===== src/rtl/axi_split_xform_n_pkg.sv =====
// axi_split_xform_n_pkg: packet state encoding, FIFO entry width and output lane indexing
package axi_split_xform_n_pkg;
    typedef enum logic {ST_IDLE = 1'b0, ST_IN_PKT = 1'b1} pkt_state_e;
    localparam int DEF_WIDTH = 32;
    localparam int ENTRY_W = DEF_WIDTH + 1;
    function automatic int entry_width(input int w);
        return w + 1;
    endfunction
    function automatic int lane_lsb(input int k, input int w);
        return k * w;
    endfunction
endpackage


===== src/rtl/axi_split_xform_n_fifo.sv =====
// split_xform_fifo: single-output FIFO with push/pop, full/empty flags and entry count
module split_xform_fifo #(
    parameter int ENTRY_W   = 33,
    parameter int FIFO_SIZE = 2
) (
    input  logic                 clk,
    input  logic                 reset,
    input  logic                 clear,
    input  logic                 i_push,
    input  logic [ENTRY_W-1:0]   i_data,
    input  logic                 i_pop,
    output logic [ENTRY_W-1:0]   o_data,
    output logic                 o_full,
    output logic                 o_empty,
    output logic [FIFO_SIZE:0]   o_count
);
    localparam int DEPTH = 1 << FIFO_SIZE;
    logic [ENTRY_W-1:0]   r_mem [DEPTH];
    logic [FIFO_SIZE-1:0] r_wr_ptr;
    logic [FIFO_SIZE-1:0] r_rd_ptr;
    logic [FIFO_SIZE:0]   r_count;
    logic                 w_push;
    logic                 w_pop;
    assign o_full  = r_count == (FIFO_SIZE + 1)'(DEPTH);
    assign o_empty = r_count == '0;
    assign w_push  = i_push & ~o_full;
    assign w_pop   = i_pop & ~o_empty;
    assign o_data  = r_mem[r_rd_ptr];
    assign o_count = r_count;
    always_ff @(posedge clk) begin
        if (reset | clear) begin
            r_wr_ptr <= '0;
            r_rd_ptr <= '0;
            r_count  <= '0;
        end else begin
            if (w_push) r_wr_ptr <= r_wr_ptr + 1'b1;
            if (w_pop) r_rd_ptr <= r_rd_ptr + 1'b1;
            if (w_push != w_pop) r_count <= w_push ? r_count + 1'b1 : r_count - 1'b1;
        end
    end
    always_ff @(posedge clk) begin
        if (w_push) r_mem[r_wr_ptr] <= i_data;
    end
endmodule


===== src/rtl/axi_split_xform_n.sv =====
// axi_split_xform_n: N-way AXI-Stream broadcast with per-output invert and buffering, masks latched per packet
module axi_split_xform_n
    import axi_split_xform_n_pkg::*;
#(
    parameter int WIDTH       = 32,
    parameter int NUM_OUTPUTS = 4,
    parameter int FIFO_SIZE   = 2
) (
    input  logic                               clk,
    input  logic                               reset,
    input  logic                               clear,
    input  logic [NUM_OUTPUTS-1:0]             enable_mask,
    input  logic [NUM_OUTPUTS-1:0]             invert_mask,
    input  logic [WIDTH-1:0]                   i_tdata,
    input  logic                               i_tlast,
    input  logic                               i_tvalid,
    output logic                               i_tready,
    output logic [NUM_OUTPUTS*WIDTH-1:0]       o_tdata,
    output logic [NUM_OUTPUTS-1:0]             o_tlast,
    output logic [NUM_OUTPUTS-1:0]             o_tvalid,
    input  logic [NUM_OUTPUTS-1:0]             o_tready,
    output logic [NUM_OUTPUTS*(FIFO_SIZE+1)-1:0] fifo_occupied
);
    localparam int EW = entry_width(WIDTH);
    localparam int CW = FIFO_SIZE + 1;
    pkt_state_e             r_state;
    pkt_state_e             w_state_nxt;
    logic [NUM_OUTPUTS-1:0] r_act_en;
    logic [NUM_OUTPUTS-1:0] r_act_inv;
    logic [NUM_OUTPUTS-1:0] w_eff_en;
    logic [NUM_OUTPUTS-1:0] w_eff_inv;
    logic [NUM_OUTPUTS-1:0] w_full;
    logic [NUM_OUTPUTS-1:0] w_empty;
    logic                   w_acc;
    // A packet start beat is governed by the live masks; the rest of the packet by the latched copy
    assign w_eff_en  = (r_state == ST_IDLE) ? enable_mask : r_act_en;
    assign w_eff_inv = (r_state == ST_IDLE) ? invert_mask : r_act_inv;
    assign i_tready  = &(~w_eff_en | ~w_full);
    assign w_acc     = i_tvalid & i_tready;
    always_comb begin
        w_state_nxt = r_state;
        if (w_acc) w_state_nxt = i_tlast ? ST_IDLE : ST_IN_PKT;
    end
    always_ff @(posedge clk) begin
        if (reset | clear) begin
            r_state   <= ST_IDLE;
            r_act_en  <= '0;
            r_act_inv <= '0;
        end else begin
            r_state <= w_state_nxt;
            if (w_acc && r_state == ST_IDLE) begin
                r_act_en  <= enable_mask;
                r_act_inv <= invert_mask;
            end
        end
    end
    for (genvar k = 0; k < NUM_OUTPUTS; k++) begin : g_lane
        logic [EW-1:0] w_wr_data;
        logic [EW-1:0] w_rd_data;
        assign w_wr_data = {i_tlast, w_eff_inv[k] ? ~i_tdata : i_tdata};
        split_xform_fifo #(
            .ENTRY_W  (EW),
            .FIFO_SIZE(FIFO_SIZE)
        ) u_fifo (
            .clk    (clk),
            .reset  (reset),
            .clear  (clear),
            .i_push (w_acc & w_eff_en[k]),
            .i_data (w_wr_data),
            .i_pop  (o_tvalid[k] & o_tready[k]),
            .o_data (w_rd_data),
            .o_full (w_full[k]),
            .o_empty(w_empty[k]),
            .o_count(fifo_occupied[k*CW +: CW])
        );
        assign o_tvalid[k]                          = ~w_empty[k];
        assign o_tlast[k]                           = w_rd_data[WIDTH];
        assign o_tdata[lane_lsb(k, WIDTH) +: WIDTH] = w_rd_data[WIDTH-1:0];
    end
endmodule


===== config.mk =====
export PLATFORM = sky130hd
export DESIGN_NAME = axi_split_xform_n
export DESIGN_NICKNAME = d
export VERILOG_FILES = /design/src/rtl/axi_split_xform_n_pkg.sv /design/src/rtl/axi_split_xform_n_fifo.sv /design/src/rtl/axi_split_xform_n.sv
export SDC_FILE = /design/constraint.sdc
export NUM_CORES = 1
export LEC_CHECK = 0
export BUFFER_PORTS_ARGS = -buffer_cell sky130_fd_sc_hd__buf_2
export CAP_MARGIN = 20
export CORE_UTILIZATION = 60
export DETAILED_ROUTE_END_ITERATION = 10
export PLACE_DENSITY = 0.79
export SYNTH_ARGS = -nofsm -noshare
export SYNTH_HDL_FRONTEND = slang
export SYNTH_SLANG_ARGS = --single-unit

===== constraint.sdc =====
create_clock -name clk -period 5.3 [get_ports clk]
set_input_delay 0.795 -clock clk [delete_from_list [all_inputs] [get_ports clk]]
set_output_delay 0.795 -clock clk [all_outputs]
set_load 0.05 [all_outputs]

# Yosys cells after proc, flatten, opt, wreduce, memory -nomap -nowiden
# Memory sizes are Yosys's and may differ from the RTL's. A register that Yosys moved wholly into a read port is not among the register bits.
# Index checks and enable logic that the tools add are counted.
# word_totals
out_inout_bits	149
inputBits	49
ram_bits	528
mem_count	4
wordCells	107
regBits	37
# mem_list
name	depth	word_bits	rd	rd_clocked_by_memory_dff	write_ports	line_no	source
g_lane[0].u_fifo.r_mem	4	33	1	1	1	axi_split_xform_n_fifo.sv:18	logic [ENTRY_W-1:0] r_mem [DEPTH];
g_lane[1].u_fifo.r_mem	4	33	1	1	1	axi_split_xform_n_fifo.sv:18	
g_lane[2].u_fifo.r_mem	4	33	1	1	1	axi_split_xform_n_fifo.sv:18	
g_lane[3].u_fifo.r_mem	4	33	1	1	1	axi_split_xform_n_fifo.sv:18	
# op_classes
add_sub_neg	16
n_eq_ne	8
n_reduce_logical	6
bitwise_logic	31
mux	27
# ops
cell	count
2-to-1 mux 32 bit	4
NOT 32 bit	1
AND 1 bit	17
adder 2 x 1 -> 2 bit, second input constant	8
2-to-1 mux 2 bit	8
adder 3 x 1 -> 3 bit, second input constant	4
equality test 3 bit, second input constant	4
zero test 3 bit	4
2-to-1 mux 3 bit	4
subtractor 3 x 1 -> 3 bit, second input constant	4
2-to-1 mux 1 bit	9
NOT 1 bit	9
2-to-1 mux 4 bit	2
NOT 4 bit	2
inequality test 1 bit	4
OR 4 bit	1
AND reduction 4 bit	1
logical AND 1 bit	1
OR 1 bit	1

# Depth between registers and ports, before layout
# logic_depth
ltp_word	9
ltp_mapped	10
ltp_nobuf	9

# Cells and area by module
# From an unflattened synthesis, not the netlist that was laid out.
# hier_totals
hier_cells	1229
hier_area_um2	23530.1
# modules_own_cells
module	seq_area_each_um2	area_each_um2	cells_per_inst	instances
split_xform_fifo	4144.0	5417.7	248	4
axi_split_xform_n	180.2	1859.3	237	1

# Worst setup path before layout
# OpenSTA, ideal clock, no wires.
# synth_path
path_kind	register to output
startpoint	register g_lane[1].u_fifo.r_count[0]
endpoint	output port i_tready
stages_incl_launch_ff	5
arrival_time_ps	2355
slack_ps	2150
path_cell_list	dfxtp_1 -> or3b_1 -> buf_1 -> o22ai_4 -> nor3_1
# synth_via
elab_chain_len	4
# synth_lines
element	line_no	source
from (decl)	axi_split_xform_n_fifo.sv:21	logic [FIFO_SIZE:0] r_count;
from (signal assigned)	axi_split_xform_n_fifo.sv:38	if (w_push != w_pop) r_count <= w_push ? r_count + 1'b1 : r_count - 1'b1;
equality test 3 bit	axi_split_xform_n_fifo.sv:24	assign o_full = r_count == (FIFO_SIZE + 1)'(DEPTH);
NOT 4 bit	axi_split_xform_n.sv:38	assign i_tready = &(~w_eff_en | ~w_full);
OR 4 bit	axi_split_xform_n.sv:38	
AND reduction 4 bit	axi_split_xform_n.sv:38	
to (decl)	axi_split_xform_n.sv:17	output logic i_tready,
# Every way passes these cells.

# Final worst setup path
# layout_path
startpoint	register r_state
endpoint	register g_lane[3].u_fifo.r_count[2]
# layout_via
elab_chain_len	8
word_cells_on_any_way	9
# layout_lines
element	line_no	source
from (decl)	axi_split_xform_n.sv:26	pkt_state_e r_state;
from (signal assigned)	axi_split_xform_n.sv:50	r_state <= w_state_nxt;
2-to-1 mux 4 bit *	axi_split_xform_n.sv:36	assign w_eff_en = (r_state == ST_IDLE) ? enable_mask : r_act_en;
NOT 4 bit	axi_split_xform_n.sv:38	
OR 4 bit	axi_split_xform_n.sv:38	
AND reduction 4 bit	axi_split_xform_n.sv:38	
AND 1 bit	axi_split_xform_n.sv:39	assign w_acc = i_tvalid & i_tready;
AND 1 bit *	axi_split_xform_n.sv:68	.i_push (w_acc & w_eff_en[k]),
AND 1 bit *	axi_split_xform_n_fifo.sv:26	assign w_push = i_push & ~o_full;
2-to-1 mux 3 bit or inequality test 1 bit (tied branches)	axi_split_xform_n_fifo.sv:38	
to (signal assigned)	axi_split_xform_n_fifo.sv:38	
to (decl)	axi_split_xform_n_fifo.sv:21	
# Mark *: on every way between the ends. The rest lies on a longest branch, timed or not.
# A chain may end at the register's enable or synchronous reset.

==> results.sh <==
export IMPL_clock_latency_ns=0.57
export IMPL_cpMaxStageDelayCell="dfxtp_1"
export IMPL_cts_path_max_buffers=3
export IMPL_async_reset_ff_frac=0
export IMPL_tightest_slew_ns=0.938
export IMPL_row_count=70
export IMPL_layout_nets=1393
export IMPL_numPortBuffers=197
export IMPL_comb_power_share=0.108
export IMPL_hold_worst_slack_ns=0.476
export IMPL_fp_coreArea_sq_um=37000
export IMPL_synth_cell_types=50
export IMPL_drc=0
export IMPL_end_kind="flop"
export IMPL_synth_edf_count=528
export IMPL_outcome="finished clean"
export IMPL_ys_ff_latch=573
export IMPL_die_y_microns=197
export IMPL_hold_path_class="in2reg"
export IMPL_worst_r2r_path_depth=8
export IMPL_cp_top_family="flip-flops"
export IMPL_path_cells="mux2i_1 > o21ai_2 > nor3_1 > inv_1 > fa_1 > a311oi_1 > o21ai_0 > nor3b_1"
export IMPL_grt_overflow=0
export IMPL_synth_avg_cell_area_sq_um=20.1
export IMPL_cts_tree="yes"
export IMPL_post_cts_buffers=0
export IMPL_clock_skew_ns=0.00687
export IMPL_grt_pass1_wl_microns=70400
export IMPL_timing_slew_headroom=0.372
export IMPL_start_kind="flop"
export IMPL_power_leakage_nw=8.48
export IMPL_postCtsHoldBufs=0
export IMPL_synth_area_sq_um=22700
export IMPL_criticalPathCategory="reg2reg"
export IMPL_cp_endpoint="g_lane[3].u_fifo.o_count[2]"
export IMPL_drv_cap=0
export IMPL_wire_per_inst_microns=25.9
export IMPL_crit_path_max_fanout=11
export IMPL_power_density_nw_per_um2=381
export IMPL_synth_top_area_share=0.698
export IMPL_num_io_pins=198
export IMPL_syn_num_nets=1197
export IMPL_grt_max_degree=34
export IMPL_cp_num_buf_inv=1
export IMPL_clock_sinks=573
export IMPL_cp_arrival_ns=3.90
export IMPL_critPathMaxStageDelay_ns=0.88
export IMPL_vias=11100
export IMPL_setup_violations=0
export IMPL_placed_area_sq_um=24300
export IMPL_period_minus_slack_ns=3.48
export IMPL_design_area_sq_um=25900
export IMPL_drive_above_1_share=0.328
export IMPL_clockRootBuffer="clkbuf_16"
export IMPL_area_delta_synth_final_pct=14.1
export IMPL_irDropWorstVdd_mv=0.247
export IMPL_ys_warn_count=0
export IMPL_pre_cts_ws_ns=1.85
export IMPL_switchingPower_mw=2.35
export IMPL_p_int_mw=7.52
export IMPL_die_area_sq_um=38700
export IMPL_rsz0062_at_grt="no"
export IMPL_initialDrtViolationCount=946
export IMPL_setup_tns_ns=0
export IMPL_gp_congestion=0.802
export IMPL_layoutNonFillerInstCount=1870
export IMPL_synth_largest_area_cell="edfxtp_1"
export IMPL_postSynthCellCount=1128
export IMPL_synth_commonest_cells="edfxtp_1, mux4_2, xnor2_1"
export IMPL_diodes=0
export IMPL_layout_setup_ws_ns=1.82
export IMPL_hold_viol_final=0
export IMPL_post_cts_resize_count=0
export IMPL_vias_per_cell=5.96
export IMPL_fmax_mhz=287
export IMPL_wl_microns=48500
export IMPL_clkTransAtPathRegs_ns=0.06
export IMPL_clkPwrFrac=0.367
export IMPL_synth_seq_area_share=0.737
export IMPL_ctsHtreeMaxLevel=2
export IMPL_tritoncts_num_buffers=54
export IMPL_die_x_microns=197
export IMPL_swShare=0.238
export IMPL_hp_start="enable_mask[2]"
export IMPL_grt_pass1_vias=11000
export IMPL_required_ns=5.72
export IMPL_timing_rr_end="g_lane[3].u_fifo.o_count[2]"
export IMPL_yosysMostFrequentCell="edfxtp_1"
export IMPL_place_inst=1772
export IMPL_seqPwrFrac=0.525
export IMPL_r2r_start="r_state"
export IMPL_final_max_slew_viol_count=0
export IMPL_antenna_found_initial=1
export IMPL_cp_startpoint="r_state"
export IMPL_dp_hpwl_microns=29100
export IMPL_finalCritPeriodShare=0.657
export IMPL_worst_r2r_setup_slack_ns=1.82
export IMPL_antenna_left=0
export IMPL_track_usage=0.257
export IMPL_start_util=0.615
export IMPL_first_pass_iters=5
export IMPL_netlist_top_cells_area="edfxtp_1, mux4_2, xnor2_1, dfxtp_1, mux2i_1"
export IMPL_synthFlopType="edfxtp_1"
export IMPL_crit_cells=8
## cell type report
| type | count | area [sq um] |
|---|---|---|
| well taps | 504 | 631 |
| repair buffers | 225 | 1200 |
| multi-input cells | 457 | 5640 |
| inverters | 13 | 48.8 |
| fillers | 2325 | 11000 |
| clock inverters | 30 | 234 |
| clock buffers | 68 | 1430 |
| flip-flops and latches | 573 | 16800 |
## registers in the layout, indices dropped and copies added (netlist names), named ones only
name / cells
r_act_inv: 4
g_lane.u_fifo.r_rd_ptr: 8
r_act_en: 4
g_lane.u_fifo.r_mem: 528
r_state: 1
g_lane.u_fifo.r_wr_ptr: 8
g_lane.u_fifo.o_count: 12
## worst min-delay path: stages
cell,delay (ns)
buf_2,0.09
mux2i_1,0.05
nor2_1,0.07
## power by group through the flow
stage	logic (mW)	registers (mW)	clock network, mW
floorplan	0.773	5.27	0
global placement	1.04	5.26	0
detailed placement	1.07	5.27	0
CTS	1.07	5.18	3.68
global route	1.12	5.19	3.85
finish	1.07	5.18	3.63
## through the flow
stage                     power [mW]   util
after floorplan                 6.05      -
after global placement          6.31  0.657
after detailed placement        6.34  0.657
after CTS                       9.93  0.702
after global routing            10.2  0.702
final                           9.87  0.702
## metal layers
layer | vias up | share of wire | global-route usage
met5 | - | 0 | 0
met4 | 0 | 0.035 | 0.0910
met3 | 86 | 0.087 | 0.0472
met2 | 509 | 0.49 | 0.406
met1 | 5744 | 0.39 | 0.365
li1 | 4804 | - | -
## worst min-delay path by stage
stage	to	slack [ns]	cells after the start
3_5_place_dp	r_act_en[2]	0.49	2
4_1_cts	r_act_en[2]	0.46	3
2_1_floorplan	r_act_en[2]	0.46	2
5_1_grt	r_act_en[3]	0.49	3
3_3_place_gp	r_act_en[3]	0.49	2
6_report	r_act_en[2]	0.48	3
## kinds of logic after synthesis
logic type / after synthesis / share of synthesized area
flops: 573 / 0.737
mux: 159 / 0.144
xor+xnor: 142 / 0.0554
simple gates: 108 / 0.0256
buf+inv: 98 / 0.0166
compound gates: 28 / 0.00914
fa+ha+maj: 20 / 0.0123
## placed cells by master, fill, tap and decap left out, types with 7 or more instances in the layout
master     instances
xor2_1             8
xnor2_1          132
inv_1             13
edfxtp_1         528
ha_1              16
nor2_1            35
buf_2            197
mux2i_1           20
clkinv_1          16
or3_1              9
mux4_2           132
clkinv_2           9
nor3_1             7
dfxtp_1           41
nand2_1           17
clkbuf_16         55
clkbuf_1          13
and2_1            16
buf_4             28
Power figures use the tool's default switching activity.
